**config.mk**
```make
export PLATFORM = sky130hd
export DESIGN_NAME = servo_access_arbiter
export DESIGN_NICKNAME = d
export VERILOG_FILES = /design/src/rtl/game_pkg.sv /design/src/rtl/servo_access_arbiter_slew.sv /design/src/rtl/servo_access_arbiter.sv
export SDC_FILE = /design/constraint.sdc
export NUM_CORES = 1
export LEC_CHECK = 0
export CAP_MARGIN = 20
export CORE_MARGIN = 2
export CORE_UTILIZATION = 43
export CTS_CLUSTER_SIZE = 40
export DETAILED_ROUTE_END_ITERATION = 8
export SETUP_SLACK_MARGIN = 0.2
export SLEW_MARGIN = 0
export SYNTH_ARGS = -nofsm -noshare
export SYNTH_HDL_FRONTEND = slang
export SYNTH_HIERARCHICAL = 1
export SYNTH_SLANG_ARGS = --single-unit
```
**constraint.sdc**
```tcl
create_clock -name clk -period 10.7 [get_ports clk]
set_input_delay 2.675 -clock clk [delete_from_list [all_inputs] [get_ports clk]]
set_output_delay 2.675 -clock clk [all_outputs]
set_load 0.03 [all_outputs]
```
**src/rtl/game_pkg.sv**
```systemverilog
// Shared constants and types for the servo ownership logic.
// Covers arbiter state encodings, requester indices and angle limits.
package game_pkg;

    typedef enum logic [1:0] {
        ARB_IDLE   = 2'd0,
        ARB_OWNED  = 2'd1,
        ARB_LINGER = 2'd2
    } arb_state_e;

    localparam int unsigned NUM_REQ = 3;
    localparam int unsigned REQ_EV1 = 0;
    localparam int unsigned REQ_EV2 = 1;
    localparam int unsigned REQ_P2  = 2;

    localparam logic [7:0] DEFAULT_ANGLE = 8'd90;
    localparam logic [7:0] MAX_ANGLE     = 8'd180;

    // Lowest set index wins; callers only use the result when r is non-zero.
    function automatic logic [1:0] first_req(input logic [NUM_REQ-1:0] r);
        if (r[REQ_EV1]) begin
            return 2'(REQ_EV1);
        end else if (r[REQ_EV2]) begin
            return 2'(REQ_EV2);
        end
        return 2'(REQ_P2);
    endfunction

    function automatic logic [7:0] clamp_angle(input logic [7:0] a, input logic [7:0] max_a);
        return (a > max_a) ? max_a : a;
    endfunction

endpackage

```
**src/rtl/servo_access_arbiter_slew.sv**
```systemverilog
// Slew limiter: free-running step tick and a 1-degree-per-tick walk toward the target angle.
// settled is the registered compare of the walked angle against the target.
module servo_slew_limiter
    import game_pkg::*;
#(
    parameter int unsigned STEP_TICKS  = 50000,
    parameter logic [7:0]  RESET_ANGLE = DEFAULT_ANGLE
) (
    input  logic       clk,
    input  logic       rst_n,
    input  logic [7:0] target,
    output logic [7:0] angle_out,
    output logic       settled
);

    localparam int unsigned CntW = (STEP_TICKS > 1) ? $clog2(STEP_TICKS) : 1;
    localparam logic [CntW-1:0] CntMax = CntW'(STEP_TICKS - 1);

    logic [CntW-1:0] tick_cnt_q, tick_cnt_d;
    logic            tick;
    logic [7:0]      angle_q, angle_d;
    logic            settled_q;

    always_comb begin
        tick       = (tick_cnt_q == CntMax);
        tick_cnt_d = tick ? '0 : tick_cnt_q + CntW'(1);
        angle_d    = angle_q;
        if (tick) begin
            if (angle_q < target) begin
                angle_d = angle_q + 8'd1;
            end else if (angle_q > target) begin
                angle_d = angle_q - 8'd1;
            end
        end
    end

    always_ff @(posedge clk or negedge rst_n) begin
        if (!rst_n) begin
            tick_cnt_q <= '0;
            angle_q    <= RESET_ANGLE;
            settled_q  <= 1'b1;
        end else begin
            tick_cnt_q <= tick_cnt_d;
            angle_q    <= angle_d;
            settled_q  <= (angle_q == target);
        end
    end

    assign angle_out = angle_q;
    assign settled   = settled_q;

endmodule

```
**src/rtl/servo_access_arbiter.sv**
```systemverilog
// Fixed-priority owner of the single servo with minimum hold time and a linger window.
// The granted requester's clamped angle feeds the slew limiter as its target.
module servo_access_arbiter #(
    parameter int unsigned STEP_TICKS    = 50000,
    parameter int unsigned MIN_HOLD_CYC  = 2500000,
    parameter logic [7:0]  DEFAULT_ANGLE = game_pkg::DEFAULT_ANGLE,
    parameter logic [7:0]  MAX_ANGLE     = game_pkg::MAX_ANGLE
) (
    input  logic       clk,
    input  logic       rst_n,
    input  logic [2:0] req,
    input  logic [7:0] angle0,
    input  logic [7:0] angle1,
    input  logic [7:0] angle2,
    output logic [2:0] grant,
    output logic [7:0] angle_out,
    output logic       settled,
    output logic       busy
);

    import game_pkg::*;

    localparam int unsigned HoldW = (MIN_HOLD_CYC > 1) ? $clog2(MIN_HOLD_CYC) : 1;
    localparam logic [HoldW-1:0] HoldLoad = HoldW'(MIN_HOLD_CYC - 1);

    arb_state_e       state_q, state_d;
    logic [1:0]       owner_q, owner_d;
    logic [2:0]       grant_q, grant_d;
    logic [HoldW-1:0] hold_q, hold_d;
    logic [7:0]       target_q, target_d;
    logic             busy_q;
    logic [2:0]       higher;
    logic [7:0]       owner_angle;

    // Arbitration: next state, owner and hold counter.
    always_comb begin
        state_d = state_q;
        owner_d = owner_q;
        hold_d  = (hold_q == '0) ? '0 : hold_q - HoldW'(1);
        higher  = req & ((3'b001 << owner_q) - 3'b001);

        case (state_q)
            ARB_IDLE: begin
                hold_d = '0;
                if (|req) begin
                    state_d = ARB_OWNED;
                    owner_d = first_req(req);
                    hold_d  = HoldLoad;
                end
            end
            ARB_OWNED, ARB_LINGER: begin
                if (|higher) begin
                    // Preemption ignores hold and wins over a same-cycle owner drop.
                    state_d = ARB_OWNED;
                    owner_d = first_req(req);
                    hold_d  = HoldLoad;
                end else if (req[owner_q]) begin
                    state_d = ARB_OWNED;
                end else if (hold_q != '0) begin
                    state_d = ARB_LINGER;
                end else if (|req) begin
                    state_d = ARB_OWNED;
                    owner_d = first_req(req);
                    hold_d  = HoldLoad;
                end else begin
                    state_d = ARB_IDLE;
                    owner_d = '0;
                end
            end
            default: begin
                state_d = ARB_IDLE;
                owner_d = '0;
                hold_d  = '0;
            end
        endcase
    end

    always_comb begin
        owner_angle = angle2;
        case (owner_d)
            2'(REQ_EV1): owner_angle = angle0;
            2'(REQ_EV2): owner_angle = angle1;
            default:     owner_angle = angle2;
        endcase
    end

    // Linger keeps the last sampled target and the current grant.
    always_comb begin
        target_d = DEFAULT_ANGLE;
        grant_d  = '0;
        case (state_d)
            ARB_OWNED: begin
                target_d = clamp_angle(owner_angle, MAX_ANGLE);
                grant_d  = 3'b001 << owner_d;
            end
            ARB_LINGER: begin
                target_d = target_q;
                grant_d  = grant_q;
            end
            default: begin
                target_d = DEFAULT_ANGLE;
                grant_d  = '0;
            end
        endcase
    end

    always_ff @(posedge clk or negedge rst_n) begin
        if (!rst_n) begin
            state_q  <= ARB_IDLE;
            owner_q  <= '0;
            grant_q  <= '0;
            hold_q   <= '0;
            target_q <= DEFAULT_ANGLE;
            busy_q   <= 1'b0;
        end else begin
            state_q  <= state_d;
            owner_q  <= owner_d;
            grant_q  <= grant_d;
            hold_q   <= hold_d;
            target_q <= target_d;
            busy_q   <= (state_d != ARB_IDLE);
        end
    end

    servo_slew_limiter #(
        .STEP_TICKS  (STEP_TICKS),
        .RESET_ANGLE (DEFAULT_ANGLE)
    ) u_slew (
        .clk       (clk),
        .rst_n     (rst_n),
        .target    (target_q),
        .angle_out (angle_out),
        .settled   (settled)
    );

    assign grant = grant_q;
    assign busy  = busy_q;

endmodule

```
==> impl_metrics.csv <==
group,metric,value,unit
sta,fmax,178,MHz
cts,cts.sinks,63,
sta,holdWs,0.477,ns
sta,final_max_slew_viol_count,0,
sta,hold_viol_final,0,
pwr,power_density,207,nW/um^2
final_layout,final_cell_area,4520,sq um
synthesis,synth_most_common_cell,"dfrtp_1",
placed_design,dp_slack,4.76,ns
cts,path_clk_slew,0.07,ns
status,status,"finished, final reports clean",
synthesis,ys_warn_count,6,
floorplan,chipWidth,98.7,um
drt,drtPass1Iterations,4,
final_layout,nNetsFinal,503,
critical_path,crit_family,"compound AO/OA/AOI/OAI gates",
critical_path,critical-path-slowest-cell,"clkdlybuf4s50_1",
placed_design,io_buffers,41,
sta,period_needed,5.61,ns
placed_design,place_congestion,0.768,
cts,postCtsSetupBuffers,0,
synthesis,syn_avg_cell_area,9.31,sq um
critical_path,critPathLaunchType,"input pin",
global_route,grt_overflow,0,
drt,wl_per_cell,15.1,um
drt,vias,3122,
floorplan,ios,42,
global_route,grt_pass1_wl,14700,um
global_route,antenna_found_initial,0,
sta,tns,0,ns
synthesis,synth_ff_type,"dfrtp_1",
cts,clockBufferDepth,2,
floorplan,dieArea,9740,sq um
synthesis,synth.ff_latch_count,63,
critical_path,cp_data_required_time,10.93,ns
critical_path,arrival,5.84,ns
floorplan,initial_core_util,0.442,
cts,cts_hold_buf,0,
critical_path,max_stage_delay,0.55,ns
cts,clk_latency,0.34,ns
global_route,grt_pass1_vias,2891,
synthesis,synthCells,414,
synthesis,yosysTopAreaCell,"dfrtp_1",
hold_path,hp-class,"flip-flop to flip-flop",
sta,worst_pin_slew,0.873,ns
placed_design,dp_hpwl,6070,um
synthesis,synth-edff-count,0,
final_layout,drive_above_1_share,0.105,
drt,drt_iter0_drc,126,
drt,wirelength,8550,um
drt,viasPerCell,5.51,
synthesis,synth_top_cells_by_area,"dfrtp_1 35%, ha_1 6.2%, dfstp_2 6.1%, xnor2_1 5.2%, nor2_1 4.2%",
sta,fin_ws,5.09,ns
final_layout,utilization,0.519,
global_route,grt_max_degree,64,
critical_path,critPathMaxFanout,9,
final_layout,synthToLayoutAreaGrowth,17.3,%
global_route,track_usage,0.187,
cts,cts_tree,"yes",
critical_path,path_cells,"clkdlybuf4s50_1 > a21o_1 > a21oi_1 > o2111ai_1 > and3_1 > mux2_4 > a221o_1 > nor4b_4 > a21oi_2 > a22o_1",
cts,htree_levels,3,
sta,max_slew_margin,0.418,
synthesis,async_reset_ff_frac,1.00,
sta,rsz0062_at_grt,"no",
synthesis,synthTopCellsByCount,"54 x dfrtp_1, 43 x nor2_1, 31 x nand2_1",
sta,fin_crit_sh,0.525,
drt,ant_nets,0,
run,drv_cap,0,
placed_design,dpl_cell_area,4350,sq um
floorplan,core-area,8720,sq um
critical_path,cp_num_buf_inv,1,
pwr,p_leak,2.01,nW
cts,cts_resized,0,
synthesis,synthDominantCellAreaShare,0.351,
critical_path,crit_path_end_kind,"flip-flop",
synthesis,synth.distinct_cells,61,
final_layout,n_antenna_cell,0,
floorplan,std_cell_rows,34,
synthesis,syn_area,3850,sq um
cts,cts_buffers,9,
drt,drcViolationCount,0,
sta,setup_viol,0,
sta,fin_worst_skew,0.0103,ns
pwr,ir_drop,0.121,mV
synthesis,syn_nets,463,
synthesis,ys_seq_area_frac,0.412,
critical_path,worst-setup-path-type,"input pin to flip-flop",
floorplan,die_h,98.7,um
cts,cts_root_buf,"clkbuf_8",
-- per-stage QoR --
step | instances | total power (W)
global route | 567 | 0.00102
detailed placement | 551 | 0.000752
global placement | 551 | 0.000744
CTS | 567 | 0.000944
finish | 567 | 0.000938
floorplan | 414 | 0.000642
-- registers in the layout, indices dropped and copies added, names as in the netlist --
signal and count:
grant 3, u_slew/angle_out 8, hold_q 22, target_q 8, state_q 2, busy 1
u_slew/tick_cnt_q 16, owner_q 2, u_slew/settled 1
-- worst paths after layout --
check	slack, ns	start	to	depth (start not counted)
worst max-delay path	5.09	req[2]	target_q[0]	10
min in group asynchronous	2.49	rst_n	owner_q[1]	2
max in group asynchronous	7.66	rst_n	u_slew/tick_cnt_q[2]	2
worst min register to register	0.48	u_slew/tick_cnt_q[0]	u_slew/tick_cnt_q[0]	1
worst min-delay path	0.48	u_slew/tick_cnt_q[0]	u_slew/tick_cnt_q[0]	1
worst max register to register	6.77	hold_q[16]	target_q[0]	9
-- placed cells by master, fill, tap and decap left out, types with 15 or more instances in the layout --
| master | instances |
|---|---|
| dfrtp_1 | 54 |
| nor2_1 | 43 |
| clkdlybuf4s50_1 | 40 |
| nand2_1 | 31 |
| a21oi_1 | 26 |
| inv_1 | 25 |
| xnor2_1 | 23 |
| o21ai_0 | 21 |
| ha_1 | 19 |
| xor2_1 | 15 |
-- per-layer routing --
layer | track usage | part of all wire
met1 | 0.277 | 0.50
met2 | 0.273 | 0.44
met3 | 0.0468 | 0.041
met4 | 0.0548 | 0.012
met5 | 0 | 0
-- layout make-up --
type                            instances  area, sq um
Fill cell                             821         4200
Multi-Input combinational cell        311         2100
Sequential cell                        63         1590
Timing Repair Buffer                   44          428
Clock buffer                           13          159
Tap cell                              108          135
Inverter                               25         93.8
Clock inverter                          3         17.5
-- logic make-up (layout without fill, tap and decap cells) --
logic type / Yosys count / in the layout / synth area share
adder cells (fa/ha/maj): 20 / 20 / 0.0669
AND/OR/NAND/NOR: 150 / 150 / 0.200
AO/OA/AOI/OAI: 93 / 93 / 0.163
flip-flops: 63 / 63 / 0.412
XOR/XNOR: 38 / 38 / 0.0864
multiplexers: 10 / 10 / 0.0292
buffers and inverters: 40 / 85 / 0.0429
-- report_power, final --
group | total [W] | leakage [nW] | switching (W) | internal, W
Sequential | 0.000339 | 0.794 | 0.0000447 | 0.000294
Combinational | 0.000409 | 1.13 | 0.000242 | 0.000167
Clock | 0.000189 | 0.0894 | 0.0000932 | 0.0000962
(Power assumes the default switching activity.)
